===== config.mk =====
export PLATFORM = sky130hd
export DESIGN_NAME = fpnew_opgroup_result_arbiter
export DESIGN_NICKNAME = d
export VERILOG_FILES = /design/src/rtl/fpnew_opgroup_result_arbiter_pkg.sv /design/src/rtl/fpnew_result_fifo.sv /design/src/rtl/fpnew_opgroup_result_arbiter.sv
export SDC_FILE = /design/constraint.sdc
export NUM_CORES = 1
export LEC_CHECK = 0
export CAP_MARGIN = 10
export CORE_ASPECT_RATIO = 1.1
export CORE_MARGIN = 3
export CORE_UTILIZATION = 49
export DETAILED_ROUTE_END_ITERATION = 16
export PLACE_DENSITY = 0.76
export SLEW_MARGIN = 40
export SYNTH_ARGS = -nofsm -noshare
export SYNTH_HDL_FRONTEND = slang
export SYNTH_SLANG_ARGS = --single-unit

===== constraint.sdc =====
create_clock -name clk_i -period 4.53 [get_ports clk_i]
set_input_delay 0.906 -clock clk_i [delete_from_list [all_inputs] [get_ports clk_i]]
set_output_delay 0.906 -clock clk_i [all_outputs]
set_load 0.03 [all_outputs]

===== src/rtl/fpnew_opgroup_result_arbiter_pkg.sv =====
// Shared types and helpers for the opgroup result arbiter and its result FIFOs.
package fpnew_opgroup_result_arbiter_pkg;

    typedef enum logic {
        ARB_RR      = 1'b0,
        ARB_INORDER = 1'b1
    } arb_mode_e;

    function automatic int unsigned clog2_min1(input int unsigned n);
        return (n <= 1) ? 1 : $clog2(n);
    endfunction

endpackage


===== src/rtl/fpnew_result_fifo.sv =====
// Synchronous FIFO with full/empty/usage and flush; depth need not be a power of two.
module fpnew_result_fifo
    import fpnew_opgroup_result_arbiter_pkg::*;
#(
    parameter int unsigned Depth  = 2,
    parameter int unsigned Width  = 38,
    parameter int unsigned UsageW = $clog2(Depth + 1)
) (
    input  logic              clk_i,
    input  logic              rst_i,
    input  logic              flush_i,
    input  logic              push_i,
    input  logic [Width-1:0]  data_i,
    input  logic              pop_i,
    output logic [Width-1:0]  data_o,
    output logic              full_o,
    output logic              empty_o,
    output logic [UsageW-1:0] usage_o
);
    localparam int unsigned PtrW = clog2_min1(Depth);

    logic [Width-1:0]  r_mem [Depth];
    logic [PtrW-1:0]   r_wptr;
    logic [PtrW-1:0]   r_rptr;
    logic [UsageW-1:0] r_usage;
    logic              w_push;
    logic              w_pop;

    function automatic logic [PtrW-1:0] wrap_inc(input logic [PtrW-1:0] p);
        return (p == PtrW'(Depth - 1)) ? '0 : p + PtrW'(1);
    endfunction

    assign full_o  = (r_usage == UsageW'(Depth));
    assign empty_o = (r_usage == '0);
    assign usage_o = r_usage;
    assign data_o  = r_mem[r_rptr];
    assign w_push  = push_i & ~full_o;
    assign w_pop   = pop_i & ~empty_o;

    always_ff @(posedge clk_i) begin
        if (rst_i || flush_i) begin
            r_wptr  <= '0;
            r_rptr  <= '0;
            r_usage <= '0;
        end else begin
            if (w_push) r_wptr <= wrap_inc(r_wptr);
            if (w_pop)  r_rptr <= wrap_inc(r_rptr);
            case ({w_push, w_pop})
                2'b10:   r_usage <= r_usage + UsageW'(1);
                2'b01:   r_usage <= r_usage - UsageW'(1);
                default: r_usage <= r_usage;
            endcase
        end
    end

    always_ff @(posedge clk_i) begin
        if (w_push) r_mem[r_wptr] <= data_i;
    end

endmodule


===== src/rtl/fpnew_opgroup_result_arbiter.sv =====
// Buffers per-slice results and merges them into one stream, either round-robin
// or in dispatch order, with flush and occupancy-based busy.
module fpnew_opgroup_result_arbiter
    import fpnew_opgroup_result_arbiter_pkg::*;
#(
    parameter int unsigned NumIn      = 5,
    parameter int unsigned DataWidth  = 38,
    parameter int unsigned BufDepth   = 2,
    parameter int unsigned InOrder    = 0,
    parameter int unsigned OrderDepth = 8,
    parameter int unsigned IdxW       = clog2_min1(NumIn)
) (
    input  logic                            clk_i,
    input  logic                            rst_i,
    input  logic                            flush_i,
    input  logic                            issue_valid_i,
    input  logic [IdxW-1:0]                 issue_idx_i,
    output logic                            issue_ready_o,
    input  logic [NumIn-1:0]                in_valid_i,
    output logic [NumIn-1:0]                in_ready_o,
    input  logic [NumIn-1:0][DataWidth-1:0] in_data_i,
    output logic                            out_valid_o,
    input  logic                            out_ready_i,
    output logic [DataWidth-1:0]            out_data_o,
    output logic [IdxW-1:0]                 out_idx_o,
    output logic                            busy_o
);
    localparam arb_mode_e   Mode    = (InOrder != 0) ? ARB_INORDER : ARB_RR;
    localparam int unsigned BufUseW = $clog2(BufDepth + 1);
    localparam int unsigned OrdUseW = $clog2(OrderDepth + 1);

    logic [NumIn-1:0]                w_full;
    logic [NumIn-1:0]                w_empty;
    logic [NumIn-1:0]                w_occ;
    logic [NumIn-1:0]                w_pop;
    logic [NumIn-1:0][DataWidth-1:0] w_head;
    logic [NumIn-1:0][BufUseW-1:0]   w_usage;
    logic [(2**IdxW)-1:0]            w_empty_ext;

    logic                            w_ord_push;
    logic                            w_ord_pop;
    logic                            w_ord_full;
    logic                            w_ord_empty;
    logic [IdxW-1:0]                 w_ord_head;
    logic [OrdUseW-1:0]              w_ord_usage;

    logic [IdxW-1:0]                 r_rr_ptr;
    logic                            r_hold;
    logic [IdxW-1:0]                 r_hold_idx;
    logic [IdxW-1:0]                 w_win;
    logic [IdxW:0]                   w_cand;
    logic                            w_found;
    logic                            w_hs;

    for (genvar g = 0; g < NumIn; g++) begin : g_buf
        fpnew_result_fifo #(
            .Depth (BufDepth),
            .Width (DataWidth)
        ) u_buf (
            .clk_i   (clk_i),
            .rst_i   (rst_i),
            .flush_i (flush_i),
            .push_i  (in_valid_i[g]),
            .data_i  (in_data_i[g]),
            .pop_i   (w_pop[g]),
            .data_o  (w_head[g]),
            .full_o  (w_full[g]),
            .empty_o (w_empty[g]),
            .usage_o (w_usage[g])
        );
        assign w_occ[g] = (w_usage[g] != '0);
    end

    fpnew_result_fifo #(
        .Depth (OrderDepth),
        .Width (IdxW)
    ) u_order (
        .clk_i   (clk_i),
        .rst_i   (rst_i),
        .flush_i (flush_i),
        .push_i  (w_ord_push),
        .data_i  (issue_idx_i),
        .pop_i   (w_ord_pop),
        .data_o  (w_ord_head),
        .full_o  (w_ord_full),
        .empty_o (w_ord_empty),
        .usage_o (w_ord_usage)
    );

    // Indices beyond NumIn read as empty so a stray order entry can never select garbage.
    always_comb begin
        w_empty_ext              = '1;
        w_empty_ext[NumIn-1:0]   = w_empty;
    end

    always_comb begin
        w_found = 1'b0;
        w_win   = '0;
        w_cand  = '0;
        if (Mode == ARB_INORDER) begin
            w_win   = w_ord_head;
            w_found = ~w_ord_empty & ~w_empty_ext[w_ord_head];
        end else if (r_hold) begin
            w_win   = r_hold_idx;
            w_found = 1'b1;
        end else begin
            for (int unsigned k = 0; k < NumIn; k++) begin
                w_cand = {1'b0, r_rr_ptr} + (IdxW + 1)'(k);
                if (w_cand >= (IdxW + 1)'(NumIn)) w_cand = w_cand - (IdxW + 1)'(NumIn);
                if (!w_found && !w_empty_ext[w_cand[IdxW-1:0]]) begin
                    w_found = 1'b1;
                    w_win   = w_cand[IdxW-1:0];
                end
            end
        end
    end

    assign w_hs = w_found & out_ready_i;

    always_comb begin
        w_pop = '0;
        if (w_hs) w_pop[w_win] = 1'b1;
    end

    assign w_ord_push    = (Mode == ARB_INORDER) & issue_valid_i;
    assign w_ord_pop     = (Mode == ARB_INORDER) & w_hs;
    assign issue_ready_o = (Mode == ARB_INORDER) ? ~w_ord_full : 1'b1;
    assign in_ready_o    = ~w_full;
    assign out_valid_o   = w_found;
    assign out_idx_o     = w_found ? w_win : '0;
    assign out_data_o    = w_found ? w_head[w_win] : '0;
    assign busy_o        = (|w_occ) | (w_ord_usage != '0);

    // A presented but unaccepted winner is pinned so out_* stay stable until taken.
    always_ff @(posedge clk_i) begin
        if (rst_i || flush_i) begin
            r_rr_ptr   <= '0;
            r_hold     <= 1'b0;
            r_hold_idx <= '0;
        end else if (Mode == ARB_RR) begin
            if (w_hs) begin
                r_rr_ptr <= (w_win == IdxW'(NumIn - 1)) ? '0 : w_win + IdxW'(1);
                r_hold   <= 1'b0;
            end else if (w_found) begin
                r_hold     <= 1'b1;
                r_hold_idx <= w_win;
            end
        end
    end

endmodule


After elaboration in Yosys (flattened, before gate mapping)
Memory sizes are Yosys's and may differ from the RTL's. A register that Yosys moved wholly into a read port is not among the register bits.
Cells that the tools add are included.

word-level totals
  bits in registers = 27
  bits in writable memories = 380
  input bits = 203
  logic and storage cells = 215
  memories = 5

operators by class
  add/sub/neg operators = 30
  order comparisons = 12
  equal/unequal tests = 16
  mux-type cells = 79
  bitwise logic cells = 23
  reductions and logical operators = 32

memories
  memory                depth  width  read ports  clocked after memory_dff  write ports  line                     text
  g_buf[0].u_buf.r_mem  2      38     1           1                         1            fpnew_result_fifo.sv:22  logic [Width-1:0] r_mem [Depth];
  g_buf[1].u_buf.r_mem  2      38     1           1                         1            fpnew_result_fifo.sv:22
  g_buf[2].u_buf.r_mem  2      38     1           1                         1            fpnew_result_fifo.sv:22
  g_buf[3].u_buf.r_mem  2      38     1           1                         1            fpnew_result_fifo.sv:22
  g_buf[4].u_buf.r_mem  2      38     1           1                         1            fpnew_result_fifo.sv:22

operator list
  kind                                                                                 count
  38-bit binary-select mux with 3-bit select                                           1
  38-bit two-way mux                                                                   2
  3-bit two-way mux                                                                    18
  1-bit two-way mux                                                                    46
  3-bit by 4-bit < comparator with 1-bit output, second input constant                 6
  2-bit equality test, second input constant                                           10
  2-bit case mux with 2 select lines                                                   5
  2-bit nonzero test                                                                   10
  4-bit by 3-bit greater-or-equal comparator with 1-bit output, second input constant  4
  1-bit binary-select mux with 3-bit select                                            5
  3-bit subtractor, second input constant                                              5
  1-bit bitwise AND                                                                    11
  1-bit inverter                                                                       11
  1-bit adder, second input constant                                                   10
  2-bit by 1-bit adder with 2-bit output, second input constant                        5
  2-bit by 1-bit equality test with 1-bit output, second input constant                5
  2-bit logical NOT                                                                    5
  2-bit by 1-bit subtractor with 2-bit output, second input constant                   5
  3-bit by 2-bit adder with 4-bit output, second input constant                        2
  1-bit logical NOT                                                                    8
  1-bit logical AND                                                                    5
  5-bit two-way mux                                                                    1
  5-bit inverter                                                                       1
  5-bit OR reduction                                                                   1
  other kinds (10)                                                                     10

Depth between registers and ports, before layout
Gate-level depths: netlist (run 1).

  depth in word-level cells = 31
  gate-level depth with buffers = 20
  depth with buffers taken out = 18

Cells and area by module
Synthesis (run 1) repeated with hierarchy kept, for this count alone.

unflattened totals
  cell total of the unflattened synthesis = 1229
  area, all modules = 19583.8 um^2

modules (own cells, without submodules)
  module                                   instances  cells an instance  area each (um^2)  seq. area each (um^2)
  fpnew_result_fifo at g_buf[0].u_buf ...  5          145                2960.3            2382.3
  fpnew_opgroup_result_arbiter             1          389                3130.5            140.1
  fpnew_result_fifo at u_order             1          115                1651.6            980.9

Least setup slack after synthesis (run 1)
OpenSTA, ideal clock, no wires.

  path type = reg2out
  start = register r_rr_ptr[0]
  end = output out_data_o[0]
  data arrival time = 4.143 ns
  data required time = 3.624 ns
  path slack = -0.519 ns
  cell stages (with the launch flop) = 17
  buffers on the path = 3
  cells stage by stage = dfxtp_1 inv_2 clkbuf_1 ha_1 inv_1 fa_1 a21oi_4 xnor2_2 mux2i_1 a221oi_2 nor3b_2 a311oi_2 a311oi_2 buf_6 nand3_2 clkbuf_1 o211ai_1

between the ends
  word-level cells in the longest chain between the ends = 26
  elaborated cells on any way between the ends = 65
  those cells by class = add/sub: 9; order compare: 5; mux: 39; reduce/logical: 12

RTL lines
  what                                                                             line                                 text
  start: declaration                                                               fpnew_opgroup_result_arbiter.sv:47   logic [IdxW-1:0] r_rr_ptr;
  start signal: assignment                                                         fpnew_opgroup_result_arbiter.sv:142  r_rr_ptr <= (w_win == IdxW'(NumIn - 1)) ? '0 : w_win + IdxW'(1);
  branches (longest 25 deep; another with 3-bit by 1-bit adder with 4-bit output)  n/a
  38-bit two-way mux (*)                                                           fpnew_opgroup_result_arbiter.sv:131  assign out_data_o = w_found ? w_head[w_win] : '0;
  end: declaration                                                                 fpnew_opgroup_result_arbiter.sv:24   output logic [DataWidth-1:0] out_data_o,

Every way passes the cells marked *. The select of a mux whose other input is x is not followed.

Worst setup path in the final report (run 1)
  start = register r_rr_ptr[0]
  end = output out_data_o[11]

Same word-level chain as after synthesis.

==> reports/results.tsv, run 1 <==
stage	metric	value	unit
run_status	status	finished, violations left	
run_status	violations	setup timing	
synthesis	yosysSeqAreaShare	0.688	
global_route	grt_pass1_vias	11691	
routing	wl_per_cell	23.0	um
synthesis	yosysTopAreaCellShare	0.652	
routing	drt-total-wl	45900	um
critical_path	regToRegSetupSlack	0.01	ns
timing	hold_ws	0.474	ns
global_route	track_usage	0.240	
timing	fin_crit	5.28	ns
critical_path	r2r_cells	17	
synthesis	ys_ff_latch	412	
clock_tree	cts-root-buf	clkbuf_16	
critical_path	crit_family	compound AO/OA/AOI/OAI gates	
cells_and_area	drive_above_1_share	0.237	
global_route	grt_pass1_wl	68700	um
critical_path	rr_endpoint	g_buf[0].u_buf.usage_o[1]	
synthesis	synth_common_cells	380 x edfxtp_1, 131 x mux2i_1, 117 x o211ai_1	
clock_tree	clk_pin_slew	0.06	ns
critical_path	startpoint_type	flip-flop	
min_path	hold_depth	2	
critical_path	crit_buf_inv	6	
timing	skew	0.0251	ns
min_path	hold_class	reg2reg	
die	fp.dieW	186	um
synthesis	async_reset_ff_frac	0	
flow_run	maxCapViolCount	0	
critical_path	crit_required	3.62	ns
clock_tree	holdBufCountCts	0	
timing	finalHoldViolCount	0	
synthesis	ys.flop_type	edfxtp_1	
critical_path	cpMostUsedCell	a311oi_2	
critical_path	crit_path_end_kind	primary output	
timing	setup_viol	40	
die	die-area	0.0380	mm^2
timing	fin_crit_sh	1.16	
clock_tree	worst_skew_pair.late_latency	0.55	ns
timing	timing.fmax	0.190	GHz
cells_and_area	syn_to_final_growth	32.3	%
routing	num_vias	11215	
routing	first_pass_iters	5	
synthesis	syn_area	0.0175	mm^2
global_route	antenna_found_initial	9	
placement	place_hpwl	31000	um
global_route	grt_max_degree	39	
die	fp-row-count	71	
min_path	hp-start	g_buf[1].u_buf.r_rptr	
routing	drc	0	
timing	tightest_slew	0.866	ns
synthesis	yosys_warnings	0	
clock_tree	clock_sinks	412	
cells_and_area	nets	1701	
synthesis	synth_top_area_cell	edfxtp_1	
routing	drtIter0Drc	780	
placement	gp_congestion	0.828	
clock_tree	htreeDepth	2	
timing	slew_violations	0	
cells_and_area	final_cell_count_no_fill	1995	
timing	rsz0062_at_grt	yes	
routing	antenna_left	0	
synthesis	synthCells	1138	
clock_tree	cts_tree	yes	
die	initial_utilization	0.504	
synthesis	post-synth-top-count-cell	edfxtp_1	
critical_path	worstPathCellList	inv_4 > ha_4 > inv_2 > fa_2 > a21oi_4 > xnor2_4 > mux2i_2 > a221oi_2 > nor3b_4 > a311oi_2 > a311oi_2 > clkbuf_16 > buf_8 > nand3_4 > buf_12 > o211ai_1 > buf_4	
synthesis	synth_nets	1354	
critical_path	cp_max_fo	7	
critical_path	arrival	4.37	ns
die	die_h	204	um
placement	portBuffers	246	
clock_tree	cts_made_buffers	42	
timing	slew_headroom	0.421	
critical_path	crit_slowest_cell	a221oi_2	
routing	routed_via_density	5.62	
synthesis	yosysUniqueCellTypes	70	
timing	fin_ws	-0.747	ns
placement	dp_cells	1896	
critical_path	worst-setup-path-type	reg2out	
timing	finalSetupTns	-26.96	ns
die	core	0.0347	mm^2
global_route	gr-total-overflow	0	
critical_path	reg2reg_from	r_rr_ptr[1]	
clock_tree	cts_buffer_depth	3	
synthesis	synthTopCellsByArea	edfxtp_1 65%, mux2i_1 7.5%, o211ai_1 5.0%, mux2_2 4.9%, dfxtp_1 3.7%	
synthesis	avgSynthCellArea	15.4	um^2
synthesis	synth-edff-count	380	
critical_path	max_stage_delay	0.39	ns
die	io_pins	252	
==> timing repair <==
action | CTS | global route
pin swaps | 30 | 18
endpoints found under the setup margin | 44 | 46
cloned | 2 | 1
setup buffers | 12 | 4
resized for setup | 29 | 24
==> how the worst max path moves through the flow <==
stage | slack [ns] | from | to | cells after the start
final | -0.75 | r_rr_ptr[0] | out_data_o[11] | 17
after global routing | -0.91 | r_rr_ptr[0] | out_data_o[14] | 19
after CTS | -0.76 | r_rr_ptr[0] | out_data_o[11] | 18
after detailed placement | -0.43 | r_rr_ptr[1] | out_data_o[21] | 15
after global placement | -0.37 | r_rr_ptr[1] | out_data_o[33] | 15
after floorplan | -0.17 | r_rr_ptr[0] | out_data_o[10] | 16
==> final cells by class <==
type                       instances  area, um^2
multi-input combinational        650        5330
inverter                          10        55.1
tap                              474         593
clock buffer                      59        1200
fill                            2392       11600
antenna                            5        12.5
sequential                       412       12100
clock inverter                    16         146
timing repair buffer             369        3760
==> logic make-up after synthesis <==
group / synth area share
buffers and inverters: 0.0199
other: 0.000214
xor gates and xnor gates: 0.0129
adders and majority gates: 0.00972
DFF: 0.688
and+or+nand+nor: 0.0639
muxes: 0.128
AOI/OAI and AO/OA: 0.0767
==> registers in the layout, summed over array words and instances (netlist names), named ones only <==
signal and count:
g_buf.u_buf.r_rptr 5, r_hold_idx 3, g_buf.u_buf.r_mem 380, g_buf.u_buf.usage_o 10, r_rr_ptr 3, r_hold 1, g_buf.u_buf.r_wptr 5
==> worst reg2reg max path: cells and delay by family (launching register included) <==
family	cells	cell delay (ns)
flops	1	0.37
fa+ha+maj	2	0.73
mux	1	0.53
simple gates	5	1.26
buf+inv	5	0.69
compound gates	4	0.87
==> per-stage QoR <==
step	cell area, um^2	util	setup slack, ns
2_1_floorplan	17600	-	-0.167
3_3_place_gp	21300	0.614	-0.367
3_5_place_dp	21400	0.616	-0.428
4_1_cts	23000	0.662	-0.759
5_1_grt	23200	0.667	-0.914
6_report	23200	0.667	-0.747
==> per-layer routing <==
metal  wire length [um]  GRT usage  vias up  share of wire
li1                   -          -     5145              -
met1              18600      0.307     5606           0.40
met2              23500      0.419      373           0.51
met3               2560     0.0438       83          0.056
met4               1230     0.0721        8          0.027
met5                 60          0        -         0.0013
==> cell usage in the layout (no fill, tap or decap), types with 12 or more instances in the layout <==
cell / netlist / final
buf_12: 0 / 22
buf_4: 7 / 119
buf_6: 3 / 12
clkbuf_1: 38 / 12
clkbuf_16: 0 / 48
clkdlybuf4s50_1: 0 / 204
dfxtp_1: 32 / 24
edfxtp_1: 380 / 380
mux2_2: 76 / 76
mux2i_1: 131 / 128
nand2_1: 101 / 99
nor2_1: 34 / 27
nor3_1: 13 / 13
o211ai_1: 117 / 117
or3_1: 13 / 13
xnor2_1: 13 / 12
Power of run 1 is not shown: default switching activity piles up to over one toggle a cycle in this logic, so the estimate is an artifact.
==> inputs of run 2 (changes only) <==
Settings changed: ABC_CLOCK_PERIOD_IN_PS set to 4530.
==> results of run 2 <==
Same layout as run 1: the final DEF is identical, and so are final timing and power.
Power of run 2 is left out for the same reason.
